## config.mk

```make
export PLATFORM = sky130hd
export DESIGN_NAME = fibo_datapath
export DESIGN_NICKNAME = d
export VERILOG_FILES = /design/src/rtl/fibo_datapath.sv
export SDC_FILE = /design/constraint.sdc
export NUM_CORES = 1
export LEC_CHECK = 0
export CORE_MARGIN = 2
export CORE_UTILIZATION = 39
export CTS_CLUSTER_DIAMETER = 40
export DETAILED_ROUTE_END_ITERATION = 6
export MAX_ROUTING_LAYER = met4
export PLACE_DENSITY_LB_ADDON = 0.2
export SLEW_MARGIN = 40
export SYNTH_ARGS = -nofsm -noshare
export SYNTH_HDL_FRONTEND = slang
export SYNTH_SLANG_ARGS = --single-unit
```

## constraint.sdc

```tcl
create_clock -name clk -period 3.3 [get_ports clk]
set_input_delay 0.495 -clock clk [delete_from_list [all_inputs] [get_ports clk]]
set_output_delay 0.495 -clock clk [all_outputs]
set_load 0.05 [all_outputs]
```

## src/rtl/fibo_datapath.sv

```systemverilog
`default_nettype none
// ============================================================================
// Module   : fibo_datapath
// Purpose  : Register file (R0..R3) plus 3-bit-opcode ALU that executes the
//            Fibonacci controller's per-cycle control word. Returns a
//            registered zero flag and a sticky overflow/borrow flag; R3 is
//            presented directly as the result.
// Options  : FIBO_DP_SAT_EN - when defined, add/increment saturate to
//            all-ones on carry and sub/decrement clamp to zero on borrow.
//            Undefined (default): arithmetic wraps modulo 2^WIDTH.
// Revision : 1.0 - initial release
// ============================================================================
module fibo_datapath #(
   parameter int WIDTH = 8
) (
   input  logic             clk,
   input  logic             rst_n,
   input  logic [WIDTH-1:0] data_in,
   input  logic             load_data,
   input  logic [2:0]       alu_opcode,
   input  logic [1:0]       rd_addr1,
   input  logic [1:0]       rd_addr2,
   input  logic [1:0]       wrt_addr,
   input  logic             wrt_en,
   output logic             zero_flag,
   output logic             ovf,
   output logic [WIDTH-1:0] result
);

   localparam logic [2:0] c_OP_PASS_A = 3'b000;
   localparam logic [2:0] c_OP_ADD    = 3'b001;
   localparam logic [2:0] c_OP_SUB    = 3'b010;
   localparam logic [2:0] c_OP_DEC    = 3'b011;
   localparam logic [2:0] c_OP_INC    = 3'b100;
   localparam logic [2:0] c_OP_ZERO   = 3'b101;
   localparam logic [2:0] c_OP_AND    = 3'b110;
   localparam logic [2:0] c_OP_PASS_B = 3'b111;

   localparam logic [WIDTH:0] c_ONE_EXT = {{WIDTH{1'b0}}, 1'b1};

   logic [WIDTH-1:0] regs_q [4];
   logic [WIDTH-1:0] regs_d [4];
   logic             zero_q, zero_d;
   logic             ovf_q,  ovf_d;

   logic [WIDTH-1:0] w_op_a;
   logic [WIDTH-1:0] w_op_b;
   logic [WIDTH:0]   w_alu_ext;     // extra top bit carries carry/borrow
   logic             w_is_add;      // op can carry out of the top bit
   logic             w_is_sub;      // op can borrow
   logic             w_carry;
   logic [WIDTH-1:0] w_alu_result;
   logic [WIDTH-1:0] w_wd;

   // Combinational register reads; a same-cycle write is not visible yet.
   assign w_op_a = regs_q[rd_addr1];
   assign w_op_b = regs_q[rd_addr2];

   // ALU: every op is evaluated one bit wider so carry/borrow falls out of bit WIDTH.
   always_comb begin
      w_alu_ext = '0;
      w_is_add  = 1'b0;
      w_is_sub  = 1'b0;
      case (alu_opcode)
         c_OP_PASS_A: w_alu_ext = {1'b0, w_op_a};
         c_OP_ADD: begin
            w_alu_ext = {1'b0, w_op_a} + {1'b0, w_op_b};
            w_is_add  = 1'b1;
         end
         c_OP_SUB: begin
            w_alu_ext = {1'b0, w_op_a} - {1'b0, w_op_b};
            w_is_sub  = 1'b1;
         end
         c_OP_DEC: begin
            w_alu_ext = {1'b0, w_op_a} - c_ONE_EXT;
            w_is_sub  = 1'b1;
         end
         c_OP_INC: begin
            w_alu_ext = {1'b0, w_op_a} + c_ONE_EXT;
            w_is_add  = 1'b1;
         end
         c_OP_ZERO:   w_alu_ext = '0;
         c_OP_AND:    w_alu_ext = {1'b0, w_op_a & w_op_b};
         c_OP_PASS_B: w_alu_ext = {1'b0, w_op_b};
         default:     w_alu_ext = '0;
      endcase
   end

   assign w_carry = (w_is_add | w_is_sub) & w_alu_ext[WIDTH];

   // Final ALU value: either wrap (drop the top bit) or saturate/clamp.
   always_comb begin
      w_alu_result = w_alu_ext[WIDTH-1:0];
`ifdef FIBO_DP_SAT_EN
      if (w_carry && w_is_add) begin
         w_alu_result = '1;
      end else if (w_carry && w_is_sub) begin
         w_alu_result = '0;
      end
`endif
   end

   assign w_wd = load_data ? data_in : w_alu_result;

   // Next-state: one register write plus flag update, only when enabled.
   always_comb begin
      for (int i = 0; i < 4; i++) begin
         regs_d[i] = regs_q[i];
      end
      zero_d = zero_q;
      ovf_d  = ovf_q;
      if (wrt_en) begin
         regs_d[wrt_addr] = w_wd;
         zero_d           = (w_wd == '0);
         if (load_data) begin
            ovf_d = 1'b0;
         end else if (w_carry) begin
            ovf_d = 1'b1;
         end
      end
   end

   // State register; asynchronous reset clears all architectural state at once.
   always_ff @(posedge clk or negedge rst_n) begin
      if (!rst_n) begin
         for (int i = 0; i < 4; i++) begin
            regs_q[i] <= '0;
         end
         zero_q <= 1'b1;
         ovf_q  <= 1'b0;
      end else begin
         for (int i = 0; i < 4; i++) begin
            regs_q[i] <= regs_d[i];
         end
         zero_q <= zero_d;
         ovf_q  <= ovf_d;
      end
   end

   assign zero_flag = zero_q;
   assign ovf       = ovf_q;
   assign result    = regs_q[3];

endmodule
`default_nettype wire

```

Yosys cells after proc, flatten, opt, wreduce, memory -nomap -nowiden
Index checks and enable logic that the tools add are counted.

Add/sub/neg operators: 4. $lt $le $gt $ge: 4. Equal/unequal tests: 7. Mux-type cells: 15. Bitwise operators: 6. Reduce and logical (&&, ||, !) cells: 7.

Operators with widths (count): 9-bit case mux with 8 select lines (1); 8-bit two-way mux (6); 8-bit binary-select mux with 2-bit select (2); 32-bit bitwise mux (1); 8-bit demux with 2-bit select (1); 3-bit equality test (second input constant) (4); 8-bit by 1-bit adder with 9-bit output (second input constant) (1); 8-bit by 8-bit adder with 9-bit output (1); 3-bit >= comparator (second input constant) (3); 2-bit NOT with 3-bit output (3); 8-bit by 1-bit subtractor with 9-bit output (second input constant) (1); 8-bit by 8-bit subtractor with 9-bit output (1); 8-bit AND (1); 8-bit zero test (1); 3-bit by 2-bit equality test with 1-bit output (second input constant) (2); 1-bit two-way mux (4); 2-bit OR reduction (2); 3-bit by 1-bit equality test with 1-bit output (second input constant) (1); 3-bit zero test (1); 3-bit by 1-bit < comparator with 1-bit output (second input constant) (1); 2-bit AND reduction (1); 2-bit nonzero test (1); 1-bit AND (1); 1-bit logical AND (1); 1-bit OR (1).

Register bits after elaboration: 34. Bits of input ports: 21. Output and inout port bits: 10. Logic and storage cells: 49.

Depth between registers and ports, before layout
Gate-level depths: netlist of run 1.

Depth after elaboration: 9. Mapped depth: 18. Mapped depth without buffers: 16.

Worst setup path before layout of run 1
OpenSTA, ideal clock, no wires.

Path type: in2reg. Start: in rd_addr2[0]. End: reg regs_q[15] (netlist name). Library setup time: 0.136 ns. Data arrival time: 3.792 ns. Slack: -0.628 ns. Stages on the path: 16. Cells stage by stage: buf_6 > buf_2 > mux2i_1 > mux2i_1 > inv_1 > ha_1 > nor2_1 > a221oi_1 > ha_1 > a211o_1 > and3_1 > o21ai_0 > a2111oi_0 > a211oi_1 > a21boi_0 > o21ai_0.

Cells in the longest elaborated chain, start to end: 8.

Ends and longest elaborated chain: start: declaration (RTL line 22) `input logic [1:0] rd_addr2,`; 2-bit NOT with 3-bit output (not written as such) * (RTL line 57) `assign w_op_b = regs_q[rd_addr2];`; 8-bit binary-select mux with 2-bit select * (RTL line 57); 8-bit two-way mux (not written as such) * (2 in a row) (RTL line 57); 8-bit by 8-bit subtractor with 9-bit output, or another cell as far along (RTL line 71) `w_alu_ext = {1'b0, w_op_a} - {1'b0, w_op_b};`; 9-bit case mux with 8 select lines * (RTL line 64) `case (alu_opcode)`; 8-bit two-way mux * (RTL line 103) `assign w_wd = load_data ? data_in : w_alu_result;`; 32-bit bitwise mux * (RTL line 113) `regs_d[wrt_addr] = w_wd;`; end signal: indexed assignment (RTL line 133) `regs_q[i] <= regs_d[i];`; end: declaration (RTL line 41) `logic [WIDTH-1:0] regs_q [4];`.

Mark *: on every way between the ends. The rest lies on a longest branch, timed or not. The select of a mux whose other input is x is not followed. A chain may end at the register's enable or synchronous reset.

Final worst setup path of run 1
Same ends and word-level chain as after synthesis.

==> results of run 1 <==
-- cells by family after synthesis --
logic type / after synthesis
compound gates: 95
xor+xnor: 4
fa+ha+maj: 11
buf+inv: 42
flops: 34
mux: 35
simple gates: 108
-- flip-flops by register name, summed over array words and instances (netlist names) --
signal     count
ovf            1
regs_q        24
result         8
zero_flag      1
-- metal layers --
metal  vias up  track usage, %  wire, um
li1       1414               -         -
met1      1401            30.3      4060
met2        62            36.0      4330
met3         9            2.51       276
met4         0            5.26       103
met5         -               -         0
-- layout make-up --
class | count | area share, %
multi-input combinational | 253 | 49.8
timing repair buffer | 129 | 24.3
sequential | 34 | 19.5
tap | 99 | 2.83
clock buffer | 5 | 1.57
inverter | 13 | 1.11
clock inverter | 3 | 0.915
-- worst register-to-register path, delay by kind of cell, from the launching register on --
family                     cells  cell delay [ns]
and+or+nand+nor                2             0.38
adders and majority gates      1             0.33
muxes                          2             0.51
AOI/OAI and AO/OA              7             1.22
DFF                            1             0.39
buffers and inverters          3             0.41
-- per-stage QoR --
step / util [%] / worst slack (ns) / area [um^2] / instances / TNS, ns
6_report: 60.7 / -0.151 / 4380 / 536 / -0.735
5_1_grt: 60.7 / -0.300 / 4380 / 536 / -2.54
4_1_cts: 57.7 / -0.0603 / 4170 / 528 / -0.210
3_5_place_dp: 53.5 / -1.17 / 3860 / 512 / -22.71
3_3_place_gp: 53.5 / -1.11 / 3860 / 512 / -21.11
2_1_floorplan: - / -0.151 / 2970 / 329 / -1.19
-- cell usage in the layout (no fill, tap or decap), types with 5 or more instances in the layout --
cell type | netlist | final
sky130_fd_sc_hd__dfrtp_1 | 33 | 33
sky130_fd_sc_hd__ha_1 | 9 | 6
sky130_fd_sc_hd__clkbuf_8 | 0 | 5
sky130_fd_sc_hd__mux4_2 | 12 | 12
sky130_fd_sc_hd__mux2i_1 | 18 | 10
sky130_fd_sc_hd__mux2i_2 | 0 | 5
sky130_fd_sc_hd__nand3_1 | 9 | 8
sky130_fd_sc_hd__nor2_1 | 22 | 18
sky130_fd_sc_hd__o22ai_1 | 5 | 5
sky130_fd_sc_hd__a21oi_1 | 12 | 10
sky130_fd_sc_hd__clkdlybuf4s50_1 | 0 | 27
sky130_fd_sc_hd__o21ai_0 | 34 | 22
sky130_fd_sc_hd__buf_4 | 8 | 96
sky130_fd_sc_hd__a221oi_2 | 0 | 5
sky130_fd_sc_hd__o211ai_1 | 5 | 5
sky130_fd_sc_hd__nand2_1 | 52 | 51
sky130_fd_sc_hd__a211oi_2 | 1 | 6
sky130_fd_sc_hd__inv_1 | 12 | 8
sky130_fd_sc_hd__o21ai_1 | 1 | 8
-- repair_timing --
item,in CTS,in global routing
gates cloned,0,0
resized for setup,40,36
pin swaps,22,19
setup endpoints to repair,30,22
buffers inserted,8,9
-- power breakdown --
group	switching [uW]	internal [uW]	total [uW]
combinational	980	1040	2020
clock	148	222	370
sequential	103	536	639
-- path summary, 6_finish.rpt --
check / start / endpoint / cells past startpoint
min in group asynchronous: rst_n / result[1] / 2
max: rd_addr2[0] / regs_q[15] / 17
min reg2reg: regs_q[19] / regs_q[19] / 2
max in group asynchronous: rst_n / zero_flag / 2
min: regs_q[19] / regs_q[19] / 2
max reg2reg: regs_q[16] / regs_q[15] / 15
==> insert_results.sql, run 1 <==
INSERT INTO impl_metrics (metric_group, metric, value, unit) VALUES
('drt', 'average_routed_wire_per_standard_cell', '16.4', 'um'),
('critical_path', 'cpMaxStageDelayCell', 'sky130_fd_sc_hd__mux4_2', ''),
('synth', 'post-synth-top-count-cell', 'sky130_fd_sc_hd__nand2_1', ''),
('layout', 'relative_area_change_from_synthesis_to_final_layout', '51.9', '%'),
('layout', 'final_nets', '467', ''),
('critical_path', 'crit_path_frequent_cell', 'sky130_fd_sc_hd__buf_8', ''),
('drt', 'detail_route.wirelength', '8770', 'um'),
('power', 'power_density', '691', 'nW/um^2'),
('global_route', 'grt_pass1_wl', '14300', 'um'),
('sta', 'finalWorstSetupSlack', '-0.151', 'ns'),
('sta', 'unrepaired_setup_endpoints_after_global_routing', 'true', ''),
('global_route', 'grt_start_max_net_pins', '35', ''),
('clock_network', 'cts_hold_buf', '0', ''),
('sta', 'finClkSkew', '0.00694', 'ns'),
('clock_network', 'clock_tree_sinks', '34', ''),
('global_route', 'first_global_vias', '2828', ''),
('layout', 'regArea', '852', 'um^2'),
('die', 'design.die.area', '8100', 'um^2'),
('synth', 'synthXorXnorAreaFrac', '1.22', '%'),
('clock_network', 'tritoncts', 'yes', ''),
('sta', 'worst_slew_margin_rel', '56.1', '%'),
('synth', 'post_synth_mux_area_share', '17.6', '%'),
('synth', 'ys_seq_area_share', '29.6', '%'),
('drt', 'drt_iter0_markers', '150', ''),
('critical_path', 'critical_path.n_buffers_inverters', '4', ''),
('critical_path', 'critPathMaxFanout', '5', ''),
('global_route', 'globalRouteOverflowTotal', '0', ''),
('status', 'run_status', 'finished, violations left', ''),
('synth', 'yosys-top-cells-area', 'sky130_fd_sc_hd__dfrtp_1 29%, sky130_fd_sc_hd__mux4_2 9.4%, sky130_fd_sc_hd__nand2_1 6.8%, sky130_fd_sc_hd__mux2i_1 6.3%, sky130_fd_sc_hd__o21ai_0 5.9%', ''),
('sta', 'report.final.setup_viol', '8', ''),
('synth', 'synth_top_cells_by_count', '52 x sky130_fd_sc_hd__nand2_1, 34 x sky130_fd_sc_hd__o21ai_0, 33 x sky130_fd_sc_hd__dfrtp_1', ''),
('synth', 'synthSimpleGateAreaFrac', '17.4', '%'),
('placed_design', 'post-dp-hpwl', '6600', 'um'),
('global_route', 'antenna_found_initial', '0', ''),
('critical_path', 'path_cells', 'buf_8, buf_6, buf_8, mux4_2, or3_4, nor2_4, nand2_2, a21oi_2, a211oi_2, ha_1, o21a_1, nor2_2, buf_4, a21o_1, a211oi_4, a21boi_4, o21ai_1', ''),
('drt', 'detail_route.vias_per_cell', '5.38', ''),
('clock_network', 'ctsRootBufferMaster', 'sky130_fd_sc_hd__clkbuf_8', ''),
('synth', 'postSynthNetCount', '360', ''),
('layout', 'nFillCells', '639', ''),
('layout', 'antenna_cell_count', '0', ''),
('synth', 'synth_top_family_by_area', 'compound AO/OA/AOI/OAI gates', ''),
('die', 'fp.dieW', '90.0', 'um'),
('global_route', 'groute.usage.overall', '22.3', '%'),
('die', 'number_of_top_level_design_ports', '31', ''),
('synth', 'number_of_unique_standard_cell_types_used_by_synthesis', '61', ''),
('layout', 'multi_input_comb_area', '2180', 'um^2'),
('clock_network', 'htreeDepth', '2', ''),
('status', 'failed_checks', 'negative setup slack', ''),
('power', 'total_power', '3020', 'uW'),
('clock_network', 'ctsLongestPathBuffers', '2', ''),
('drt', 'drt_pass1_iterations', '4', ''),
('drt', 'remaining_drc_errors', '0', ''),
('synth', 'async_flop_share', '100', '%'),
('sta', 'post-route-period-util', '105', '%'),
('placed_design', 'place.port_buffers', '30', ''),
('synth', 'syn_area', '2880', 'um^2'),
('critical_path', 'cp_top_family', 'compound AO/OA/AOI/OAI gates', ''),
('synth', 'yosys.area_share.adder', '4.95', '%'),
('critical_path', 'cp_data_arrival_time', '3.60', 'ns'),
('critical_path', 'critical_path.max_stage_delay', '0.52', 'ns'),
('layout', 'final_layout_size_suffix_gt1_share', '43.2', '%'),
('placed_design', 'finalWeightedCongestion', '0.877', ''),
('sta', 'min_period', '3.45', 'ns'),
('synth', 'post-synth-top-area-fraction', '28.6', '%'),
('clock_network', 'clock_network_latency_to_the_later_pin_of_the_worst_skew_pair', '0.29', 'ns'),
('sta', 'max_clock_freq', '290', 'MHz'),
('drt', 'remaining_antenna_violation_count_after_routing', '0', ''),
('critical_path', 'minimum_setup_slack_among_reg_to_reg_paths', '-0.08', 'ns'),
('die', 'floorplan.die.height', '90.0', 'um'),
('die', 'initial_core_utilization', '40.0', '%'),
('critical_path', 'timing.critical_path.required', '3.45', 'ns');
(Power assumes the default switching activity.)
==> run 2, diff against run 1 <==
- CELL_PAD_IN_SITES_DETAIL_PLACEMENT: not set -> 0
- CELL_PAD_IN_SITES_GLOBAL_PLACEMENT: not set -> 2
- CORE_UTILIZATION: 39 -> 30
==> run 2 against run 1 <==
Against the previous run:
- the run still ends with negative setup slack left
- final area decreased by 0.23%
- final cell count increased by 4.3%
- worst setup slack improved by 0.12 ns
- largest cell class unchanged
- largest power group unchanged
==> insert_results.sql, run 2 (synthesized netlist as in run 1, its figures left out) <==
INSERT INTO impl_metrics (metric_group, metric, value, unit) VALUES
('die', 'floorplan.die.height', '102', 'um'),
('layout', 'multi_input_comb_area', '2190', 'um^2'),
('status', 'failed_checks', 'negative setup slack', ''),
('die', 'design.die.area', '10400', 'um^2'),
('drt', 'drt_iter0_markers', '66', ''),
('placed_design', 'post_dp_cell_area', '3880', 'um^2'),
('layout', 'post_layout_nonfiller_instances', '559', ''),
('clock_network', 'path_clk_slew', '0.07', 'ns'),
('critical_path', 'endpoint_kind', 'flip-flop', ''),
('clock_network', 'ctsRootBufferMaster', 'sky130_fd_sc_hd__clkbuf_8', ''),
('drt', 'detail_route.wirelength', '9340', 'um'),
('layout', 'layout.cells.most_common_list', '86 x sky130_fd_sc_hd__buf_4, 48 x sky130_fd_sc_hd__nand2_1, 33 x sky130_fd_sc_hd__dfrtp_1', ''),
('critical_path', 'cp_data_arrival_time', '3.55', 'ns'),
('drt', 'detail_route.vias_per_cell', '5.03', ''),
('global_route', 'first_global_vias', '2923', ''),
('critical_path', 'crit_type', 'reg2reg', ''),
('clock_network', 'clock_network_latency_to_the_later_pin_of_the_worst_skew_pair', '0.28', 'ns'),
('sta', 'report.final.hold_viol_count', '0', ''),
('power', 'seqPwrFrac', '21.8', '%'),
('die', 'rows', '35', ''),
('sta', 'finClkSkew', '0.00903', 'ns'),
('placed_design', 'finalWeightedCongestion', '0.848', ''),
('layout', 'layout_commonest_cell', 'sky130_fd_sc_hd__buf_4', ''),
('layout', 'antenna_cell_count', '0', ''),
('power', 'leakagePower', '0.00185', 'uW'),
('sta', 'post-route-period-util', '101', '%'),
('power', 'internal_power', '1710', 'uW'),
('critical_path', 'path_cells', 'mux2_2, nand2b_4, nand2_4, ha_4, nor2_2, a221oi_2, ha_1, a211o_1, and3_4, buf_4, o31ai_2, nand2_1, o2bb2ai_4, nor3b_2, a32o_1', ''),
('layout', 'relative_area_change_from_synthesis_to_final_layout', '51.5', '%'),
('layout', 'largest_register_ffs', '24', ''),
('power', 'pwr-share-comb', '67.4', '%'),
('die', 'number_of_top_level_design_ports', '31', ''),
('die', 'initial_core_utilization', '31.1', '%'),
('layout', 'final_design_area_no_fill', '4370', 'um^2'),
('clock_network', 'number_of_buffers_created_by_cts', '5', ''),
('critical_path', 'startpoint_type', 'flip-flop', ''),
('global_route', 'grt_start_max_net_pins', '35', ''),
('die', 'fp.dieW', '102', 'um'),
('layout', 'regArea', '852', 'um^2'),
('sta', 'unrepaired_setup_endpoints_after_global_routing', 'true', ''),
('power', 'total_switching_power', '1210', 'uW'),
('critical_path', 'cp_top_family', 'compound AO/OA/AOI/OAI gates', ''),
('clock_network', 'htreeDepth', '2', ''),
('critical_path', 'minimum_setup_slack_among_reg_to_reg_paths', '-0.03', 'ns'),
('clock_network', 'cts_hold_buf', '0', ''),
('layout', 'nFillCells', '945', ''),
('drt', 'average_routed_wire_per_standard_cell', '16.7', 'um'),
('drt', 'remaining_drc_errors', '0', ''),
('power', 'ir_worst_vdd', '0.000330', 'V'),
('clock_network', 'tritoncts', 'yes', ''),
('layout', 'final_nets', '460', ''),
('drt', 'remaining_antenna_violation_count_after_routing', '0', ''),
('status', 'run_status', 'finished, violations left', ''),
('drt', 'drt_pass1_iterations', '4', ''),
('placed_design', 'place.detailed.instances', '540', ''),
('sta', 'min_period', '3.33', 'ns'),
('critical_path', 'timing.critical_path.required', '3.51', 'ns'),
('placed_design', 'place.port_buffers', '30', ''),
('clock_network', 'ctsLongestPathBuffers', '2', ''),
('sta', 'report.final.setup_viol', '1', ''),
('job', 'max-cap-violations', '0', ''),
('global_route', 'globalRouteOverflowTotal', '0', ''),
('global_route', 'groute.usage.overall', '19.5', '%'),
('layout', 'final_layout_size_suffix_gt1_share', '43.7', '%'),
('sta', 'finalWorstSetupSlack', '-0.0338', 'ns'),
('clock_network', 'clock_tree_sinks', '34', ''),
('worst_hold_path', 'hold_class', 'reg2reg', ''),
('critical_path', 'critical_path.n_buffers_inverters', '1', ''),
('sta', 'max_clock_freq', '300', 'MHz'),
('power', 'p_sw_share', '41.5', '%'),
('critical_path', 'critPathMaxFanout', '4', ''),
('drt', 'via_count', '2809', ''),
('global_route', 'antenna_found_initial', '0', ''),
('critical_path', 'cpMaxStageDelayCell', 'sky130_fd_sc_hd__dfrtp_1', ''),
('die', 'core_area', '9280', 'um^2'),
('sta', 'worst-slew-pin-transition', '0.616', 'ns'),
('power', 'power_density', '671', 'nW/um^2'),
('placed_design', 'post-dp-hpwl', '7250', 'um'),
('sta', 'worst_slew_margin_rel', '58.8', '%'),
('power', 'p_clk_share', '10.7', '%'),
('critical_path', 'critical_path.max_stage_delay', '0.39', 'ns'),
('global_route', 'grt_pass1_wl', '15300', 'um'),
('layout', 'regMostFlops', 'regs_q', ''),
('sta', 'final_max_slew_viol_count', '0', ''),
('layout', 'final_core_utilization', '47.0', '%');
-- run 2: cell types whose count changed in the layout (fill, tap and decap cells not counted), sizes merged --
cell	before	now
buf	100	94
clkbuf	5	7
bufinv	1	0
clkdlybuf4s15	1	0
clkinv	3	2
-- run 2: area by class of cell --
cell class,instances,share of cell area (%)
Sequential cell,34,19.5
Clock buffer,7,1.98
Clock inverter,1,0.115
Inverter,13,1.12
Tap cell,129,3.70
Multi-Input combinational cell,253,50.1
Timing Repair Buffer,122,23.5
-- run 2: power groups by stage --
stage	clock (uW)	sequential [uW]	combinational [uW]
after global placement	0	627	1650
after detailed placement	0	631	1670
after global routing	341	657	2160
final	315	640	1970
after floorplan	0	624	1030
after CTS	327	626	1760
-- run 2: through the flow --
stage / worst slack [ns] / setup TNS (ns) / power [uW] / hold slack [ns]
2_1_floorplan: -0.151 / -1.19 / 1650 / 0.199
3_3_place_gp: -1.08 / -22.40 / 2280 / 0.482
3_5_place_dp: -1.07 / -23.42 / 2300 / 0.496
4_1_cts: -0.0117 / -0.0223 / 2710 / 0.512
5_1_grt: -0.217 / -2.16 / 3150 / 0.555
6_report: -0.0338 / -0.0338 / 2930 / 0.520
-- run 2: worst min-delay path: cells and delay by family, from the launching register on --
family,cells,cell delay [ns]
AOI/OAI and AO/OA,1,0.06
DFF,1,0.37
and+or+nand+nor,1,0.05
-- run 2: what timing repair did --
item	4_1_cts	5_1_grt
setup endpoints to repair	30	22
buffers inserted	4	8
resized for setup	35	53
pin swaps	22	29
cloned	0	0
-- run 2: metal layers --
metal	share of wire (%)	wire length [um]	track usage [%]
met5	0	0	-
met4	0.73	68	4.00
met3	1.3	126	1.23
met2	47	4430	31.0
met1	50	4710	27.6
-- run 2: worst paths after layout --
kind	start	end	cells after the start
setup / recovery	regs_q[16]	zero_flag	15
hold / removal	regs_q[27]	regs_q[27]	2
setup reg to reg	regs_q[16]	zero_flag	15
hold reg to reg	regs_q[27]	regs_q[27]	2
max in group asynchronous	rst_n	zero_flag	2
min in group asynchronous	rst_n	regs_q[31]	2
